--- config.mk ---
export PLATFORM = sky130hd
export DESIGN_NAME = clkdiv_multi
export DESIGN_NICKNAME = d
export VERILOG_FILES = /design/src/rtl/clkdiv_pkg.sv /design/src/rtl/clkdiv_channel.sv /design/src/rtl/clkdiv_multi.sv
export SDC_FILE = /design/constraint.sdc
export NUM_CORES = 1
export LEC_CHECK = 0
export ABC_AREA = 1
export CORE_ASPECT_RATIO = 1.1
export CORE_MARGIN = 2
export CORE_UTILIZATION = 35
export CTS_BUF_LIST = sky130_fd_sc_hd__clkbuf_4 sky130_fd_sc_hd__clkbuf_8 sky130_fd_sc_hd__clkbuf_16
export CTS_CLUSTER_DIAMETER = 40
export DETAILED_ROUTE_END_ITERATION = 16
export GPL_ROUTABILITY_DRIVEN = 0
export PLACE_DENSITY = 0.55
export RECOVER_POWER = 100
export SYNTH_ARGS = -nofsm -noshare
export SYNTH_HDL_FRONTEND = slang
export SYNTH_SLANG_ARGS = --single-unit
export TNS_END_PERCENT = 100
--- constraint.sdc ---
create_clock -name clk_in -period 3.9 [get_ports clk_in]
set_clock_uncertainty 0.05 [all_clocks]
set_input_delay 1.17 -clock clk_in [delete_from_list [all_inputs] [get_ports clk_in]]
set_output_delay 1.17 -clock clk_in [all_outputs]
set_load 0.03 [all_outputs]
--- src/rtl/clkdiv_pkg.sv ---
// Shared types and constants for the clkdiv_multi tick generator.
// Optional sync_in port is enabled by defining CLKDIV_SYNC_EN.
package clkdiv_pkg;

  localparam int CLKDIV_WIDTH   = 28;
  localparam int CLKDIV_MIN_DIV = 2;

  typedef logic [CLKDIV_WIDTH-1:0] div_t;

  // Divisors below 2 cannot give a high and a low phase, so they are raised to 2.
  function automatic div_t clamp_div(input div_t d);
    return (d < div_t'(CLKDIV_MIN_DIV)) ? div_t'(CLKDIV_MIN_DIV) : d;
  endfunction

endpackage

--- src/rtl/clkdiv_channel.sv ---
// One divider channel: phase counter, active divisor and a single-entry pending divisor.
// The sync input is driven only when the top is built with CLKDIV_SYNC_EN.
module clkdiv_channel
  import clkdiv_pkg::*;
#(
  parameter int               WIDTH       = CLKDIV_WIDTH,
  parameter logic [WIDTH-1:0] DEFAULT_DIV = WIDTH'(CLKDIV_MIN_DIV)
) (
  input  logic             clk_in,
  input  logic             reset_n,
  input  logic             en,
  input  logic             sync,
  input  logic             load,
  input  logic [WIDTH-1:0] load_div,
  output logic             pending,
  output logic             clk_out,
  output logic             tick
);

  localparam logic [WIDTH-1:0] ONE = WIDTH'(1);

  logic [WIDTH-1:0] p;
  logic [WIDTH-1:0] div;
  logic [WIDTH-1:0] pend;
  logic [WIDTH-1:0] p_n;
  logic [WIDTH-1:0] div_n;
  logic             wrap;
  logic             swap;

  // NOTE: every signal is assigned on every path through always_comb, so no latch is inferred.
  always_comb begin
    wrap  = (p == div - ONE);
    p_n   = wrap ? '0 : p + ONE;
    swap  = pending && wrap;
    div_n = swap ? pend : div;
  end

  // NOTE: state uses non-blocking assignments; the later load assignment deliberately wins.
  always_ff @(posedge clk_in) begin
    if (!reset_n) begin
      p       <= DEFAULT_DIV - ONE;
      div     <= DEFAULT_DIV;
      pend    <= DEFAULT_DIV;
      pending <= 1'b0;
      clk_out <= 1'b0;
      tick    <= 1'b0;
    end else begin
      if (!en || sync) begin
        // Parked at the last phase so the next running cycle starts a fresh period.
        clk_out <= 1'b0;
        tick    <= 1'b0;
        if (pending) begin
          div     <= pend;
          p       <= pend - ONE;
          pending <= 1'b0;
        end else begin
          p <= div - ONE;
        end
      end else begin
        p       <= p_n;
        div     <= div_n;
        clk_out <= (p_n < (div_n >> 1));
        tick    <= wrap;
        if (swap) pending <= 1'b0;
      end
      if (load) begin
        pend    <= load_div;
        pending <= 1'b1;
      end
    end
  end

endmodule

--- src/rtl/clkdiv_multi.sv ---
// Multi-channel clock divider / tick generator with valid/ready divisor writes.
// Define CLKDIV_SYNC_EN to add the sync_in port that realigns all channels.
module clkdiv_multi
  import clkdiv_pkg::*;
#(
  parameter int               NUM_CH      = 4,
  parameter int               WIDTH       = CLKDIV_WIDTH,
  parameter logic [WIDTH-1:0] DEFAULT_DIV = WIDTH'(50_000_000),
  localparam int              CH_W        = (NUM_CH > 1) ? $clog2(NUM_CH) : 1
) (
  input  logic              clk_in,
  input  logic              reset_n,
  input  logic [NUM_CH-1:0] en,
`ifdef CLKDIV_SYNC_EN
  input  logic              sync_in,
`endif
  input  logic              cfg_valid,
  output logic              cfg_ready,
  input  logic [CH_W-1:0]   cfg_ch,
  input  logic [WIDTH-1:0]  cfg_div,
  output logic              cfg_clamp,
  output logic [NUM_CH-1:0] clk_out,
  output logic [NUM_CH-1:0] tick
);

  localparam logic [WIDTH-1:0] MIN_DIV = WIDTH'(CLKDIV_MIN_DIV);

  logic [NUM_CH-1:0] pending;
  logic [NUM_CH-1:0] load;
  logic [WIDTH-1:0]  div_clamped;
  logic              too_small;
  logic              sync;

`ifdef CLKDIV_SYNC_EN
  assign sync = sync_in;
`else
  assign sync = 1'b0;
`endif

  // A channel index with no matching channel leaves ready low, so it is never accepted.
  always_comb begin
    cfg_ready   = 1'b0;
    load        = '0;
    for (int i = 0; i < NUM_CH; i++) begin
      if (cfg_ch == CH_W'(i)) cfg_ready = !pending[i];
      load[i] = cfg_valid && !pending[i] && (cfg_ch == CH_W'(i));
    end
    too_small   = (cfg_div < MIN_DIV);
    div_clamped = too_small ? MIN_DIV : cfg_div;
  end

  always_ff @(posedge clk_in) begin
    if (!reset_n) cfg_clamp <= 1'b0;
    else          cfg_clamp <= cfg_valid && cfg_ready && too_small;
  end

  for (genvar g = 0; g < NUM_CH; g++) begin : g_ch
    clkdiv_channel #(
      .WIDTH       (WIDTH),
      .DEFAULT_DIV (DEFAULT_DIV)
    ) u_ch (
      .clk_in   (clk_in),
      .reset_n  (reset_n),
      .en       (en[g]),
      .sync     (sync),
      .load     (load[g]),
      .load_div (div_clamped),
      .pending  (pending[g]),
      .clk_out  (clk_out[g]),
      .tick     (tick[g])
    );
  end

endmodule

==> qor.csv <==
metric,value,unit
power per cell area,406.4,nW/um^2
Pleak,15.68,nW
Switching Share,0.3222,
Die Y,295.8,um
grt total ovfl,0,
Die Wd,269.2,um
fraction of layout cells with a size suffix above 1,0.1308,
endpoints failing setup,0,
Total GRT Usage,0.2652,
First-pass DRT Iterations,8,
Final ANT Viol Nets,0,
hold path endpoint,g_ch[0].u_ch.div[1]$_SDFFE_PN0P_,
Mapped Cells,4323,
"Primary FF master, synth",dfxtp_1,
internal power,9.177,mW
initial antenna violation count,0,
worst hold-check path type,register to register,
CTS sink count,349,
failing checks,"capacitance limit, slew limit",
synthesis-to-finish area growth,23.01,%
clock tree buffer depth,3,
cell area after synthesis,27080,sq um
Peak supply drop,0.0002565,V
final core area utilization,0.4369,
mean post-synth cell area,6.265,sq um
FF-to-FF setup slack,0.13,ns
"Net Count, Synth",4476,
Setup WS post-layout,0.1295,ns
CTS tree,done,
Worst EP required,4.35,ns
global-route wire length before repair,164800,um
Slew @ Worst Pin,1.752,ns
I/O Pins,47,
clock latency on the worst-skew pair,0.63,ns
Yosys reg bits,349,
max-slew violation count,103,
startpoint types,register,
clk root buf,clkbuf_16,
Starting Density,0.3551,
ys async rst share,0,
Rel. slew slack,-0.1677,
CP endpoint kind,register,
Site Rows,106,
Flop pwr share,0.300,
Reg-to-Reg Start,g_ch[0].u_ch.div[0]$_SDFFE_PN0P_,
Setup CP Type,register to register,
clock share of power,0.512,
vias per inst,5.373,
WP data arrival,4.22,ns
DRC,0,
Critical Path Fanout Max,13,
"Period Utilization, post-route",0.9668,
Core ar.,76260,sq um
Post-synth EDFFs,0,
yosys warns,0,
htree depth,3,
Area contributors post-synth,"dfxtp_1, nand2_1, inv_1",
Synth area leader,dfxtp_1,
input/output buffers,46,
n_diodes,0,
largest net degree at the start of global routing,82,
Gate power share,0.188,
HPWL Detailed,83650,um
Fin. Hold Viols,0,
register area share after synthesis,0.2580,
die area,79620,sq um
Yosys top cell area share,0.2580,
Clock Pin Slew Worst Setup and Hold Paths,0.04,ns
vias in the first global route,28680,
routed via count,30200,
Final nets,4683,
max-cap check violation count,3,
hold path cells,2,
routed wire length per instance,19.44,um
Fmax,265.2,MHz
DRT iter0 DRCs,2754,
Post-CTS Hold Buffers,0,
HP Start,g_ch[0].u_ch.div[1]$_SDFFE_PN0P_,
Area after DPL,29890,sq um
status,"complete, but fails checks",
RR Endpoint,g_ch[0].u_ch.clk_out$_SDFF_PN0_,
FF-to-FF path depth,24,
total power,13.54,mW
P_sw,4.361,mW
Finished Cell Area,33310,sq um
total CTS buffers,77,
Netlist cell types,65,
Routed WL,109300,um
Period minus WS final,3.771,ns
Setup Slack @ Placement,-0.09836,ns
## per-layer routing
layer | wire [um] | global-route usage | vias to the layer above
met4 | 5210 | 0.1290 | 0
met2 | 50420 | 0.4476 | 1116
met3 | 7539 | 0.03879 | 277
met5 | 0 | 0 | -
met1 | 46120 | 0.3316 | 13990
li1 | - | - | 14820
## cells by family after synthesis
kind of cell / share of synthesized area
and+or+nand+nor: 0.3477
AOI/OAI and AO/OA: 0.1809
buffers and inverters: 0.1047
DFF: 0.2580
xor gates and xnor gates: 0.05401
adders and majority gates: 0.05359
muxes: 0.001109
## area by class of cell
| cell class | instances | area [sq um] |
|---|---|---|
| fill | 8107 | 42950 |
| multi-input combinational | 3251 | 17690 |
| sequential | 349 | 6999 |
| timing repair buffer | 284 | 2470 |
| clock buffer | 96 | 2137 |
| inverter | 567 | 2136 |
| tap | 1026 | 1284 |
| clock inverter | 48 | 595.6 |
## power by group through the flow
stage	Clock [mW]	Combinational [mW]	Sequential, mW
6_report	6.93	2.54	4.06
4_1_cts	7.01	2.42	4.05
3_3_place_gp	0	2.40	4.12
2_1_floorplan	0	1.62	4.01
5_1_grt	7.21	2.84	4.09
3_5_place_dp	0	2.40	4.12
## metrics by stage
step	setup TNS, ns	hold WS (ns)	cells
after global placement	-0.04776	0.4282	5446
after global routing	-0.1340	0.4961	5621
after CTS	0	0.4395	5590
final	0	0.4560	5621
after detailed placement	-0.1484	0.4338	5446
after floorplan	0	0.4080	4323
## state kept, by name (all words and copies together), names as in the netlist
| name | count |
|---|---|
| g_ch.u_ch.p | 112 |
| cfg_clamp | 1 |
| g_ch.u_ch.pend | 112 |
| g_ch.u_ch.pending | 4 |
| g_ch.u_ch.clk_out | 4 |
| g_ch.u_ch.div | 112 |
| g_ch.u_ch.tick | 4 |
## layout by cell type, fill, tap and decap left out, types with 15 or more instances in the layout
cell / n
o221ai_1: 26
nand4_1: 86
ha_1: 112
o21ai_0: 251
o2111ai_1: 26
clkdlybuf4s50_1: 37
nor2_2: 55
dfxtp_1: 343
nand2_1: 1121
xor2_1: 140
nor3_1: 58
nand2_2: 15
a31oi_1: 40
nand3_1: 282
a21oi_1: 206
inv_2: 23
o211ai_1: 99
clkbuf_16: 83
nor2_1: 386
nor2_4: 26
o21ai_1: 54
o22ai_1: 26
buf_4: 208
nand3b_1: 21
o21ai_2: 16
nor4_1: 25
inv_1: 535
## worst max-delay path: stages (launching register included)
cell,delay [ns]
dfxtp_1,0.31
inv_2,0.10
ha_4,0.18
nand3_4,0.13
nor2_4,0.24
buf_4,0.16
nand3_1,0.07
nand2_1,0.09
nand2_1,0.08
nand2_1,0.09
nand2_1,0.06
nor2_1,0.13
nand3_2,0.10
nor2_4,0.16
nand3_4,0.22
buf_4,0.23
clkbuf_16,0.17
o21ai_1,0.18
ha_1,0.18
a21oi_1,0.06
nor2_1,0.15
a211oi_2,0.06
o221a_2,0.22
nand2_1,0.13
a21oi_1,0.08
## worst max path at each step
stage | startpoint | endpoint | slack [ns] | cells after the start
floorplan | g_ch[0].u_ch.div[1]$_SDFFE_PN0P_ | g_ch[0].u_ch.clk_out$_SDFF_PN0_ | 0.66 | 26
global placement | g_ch[0].u_ch.div[0]$_SDFFE_PN0P_ | g_ch[0].u_ch.clk_out$_SDFF_PN0_ | -0.04 | 23
detailed placement | g_ch[2].u_ch.div[0]$_SDFFE_PN0P_ | g_ch[2].u_ch.clk_out$_SDFF_PN0_ | -0.1 | 23
CTS | g_ch[2].u_ch.div[0]$_SDFFE_PN0P_ | g_ch[2].u_ch.clk_out$_SDFF_PN0_ | 0.01 | 24
global route | g_ch[0].u_ch.div[0]$_SDFFE_PN0P_ | g_ch[0].u_ch.clk_out$_SDFF_PN0_ | -0.1 | 25
finish | g_ch[0].u_ch.div[0]$_SDFFE_PN0P_ | g_ch[0].u_ch.clk_out$_SDFF_PN0_ | 0.13 | 24
## Yosys cell counts, types with 10 or more instances
master / number
o21ai_0: 266
a21oi_1: 208
o221ai_1: 26
buf_2: 17
o211ai_1: 99
nor2_1: 419
nor4_1: 34
nor2_2: 33
nand3_1: 288
nand2_2: 15
or2_2: 11
nand2_1: 1124
nor3_1: 62
o22ai_1: 26
ha_1: 116
o21ai_2: 10
a31oi_1: 40
a211oi_1: 15
inv_2: 21
nor2_4: 14
o21ai_1: 45
nand3b_1: 21
buf_4: 11
inv_1: 539
nand4_1: 86
xnor2_1: 13
xor2_1: 141
or2_1: 14
o2111ai_1: 26
o21a_1: 13
dfxtp_1: 349
clkbuf_1: 121
## what timing repair did
action | CTS | global route
buffers inserted | 0 | 24
pin swaps | 1 | 29
endpoints found under the hold margin | 0 | 0
gates cloned | 0 | 7
endpoints found under the setup margin | 2 | 16
gates resized for setup | 7 | 120
No activity file was read; power rests on OpenSTA's default activity.
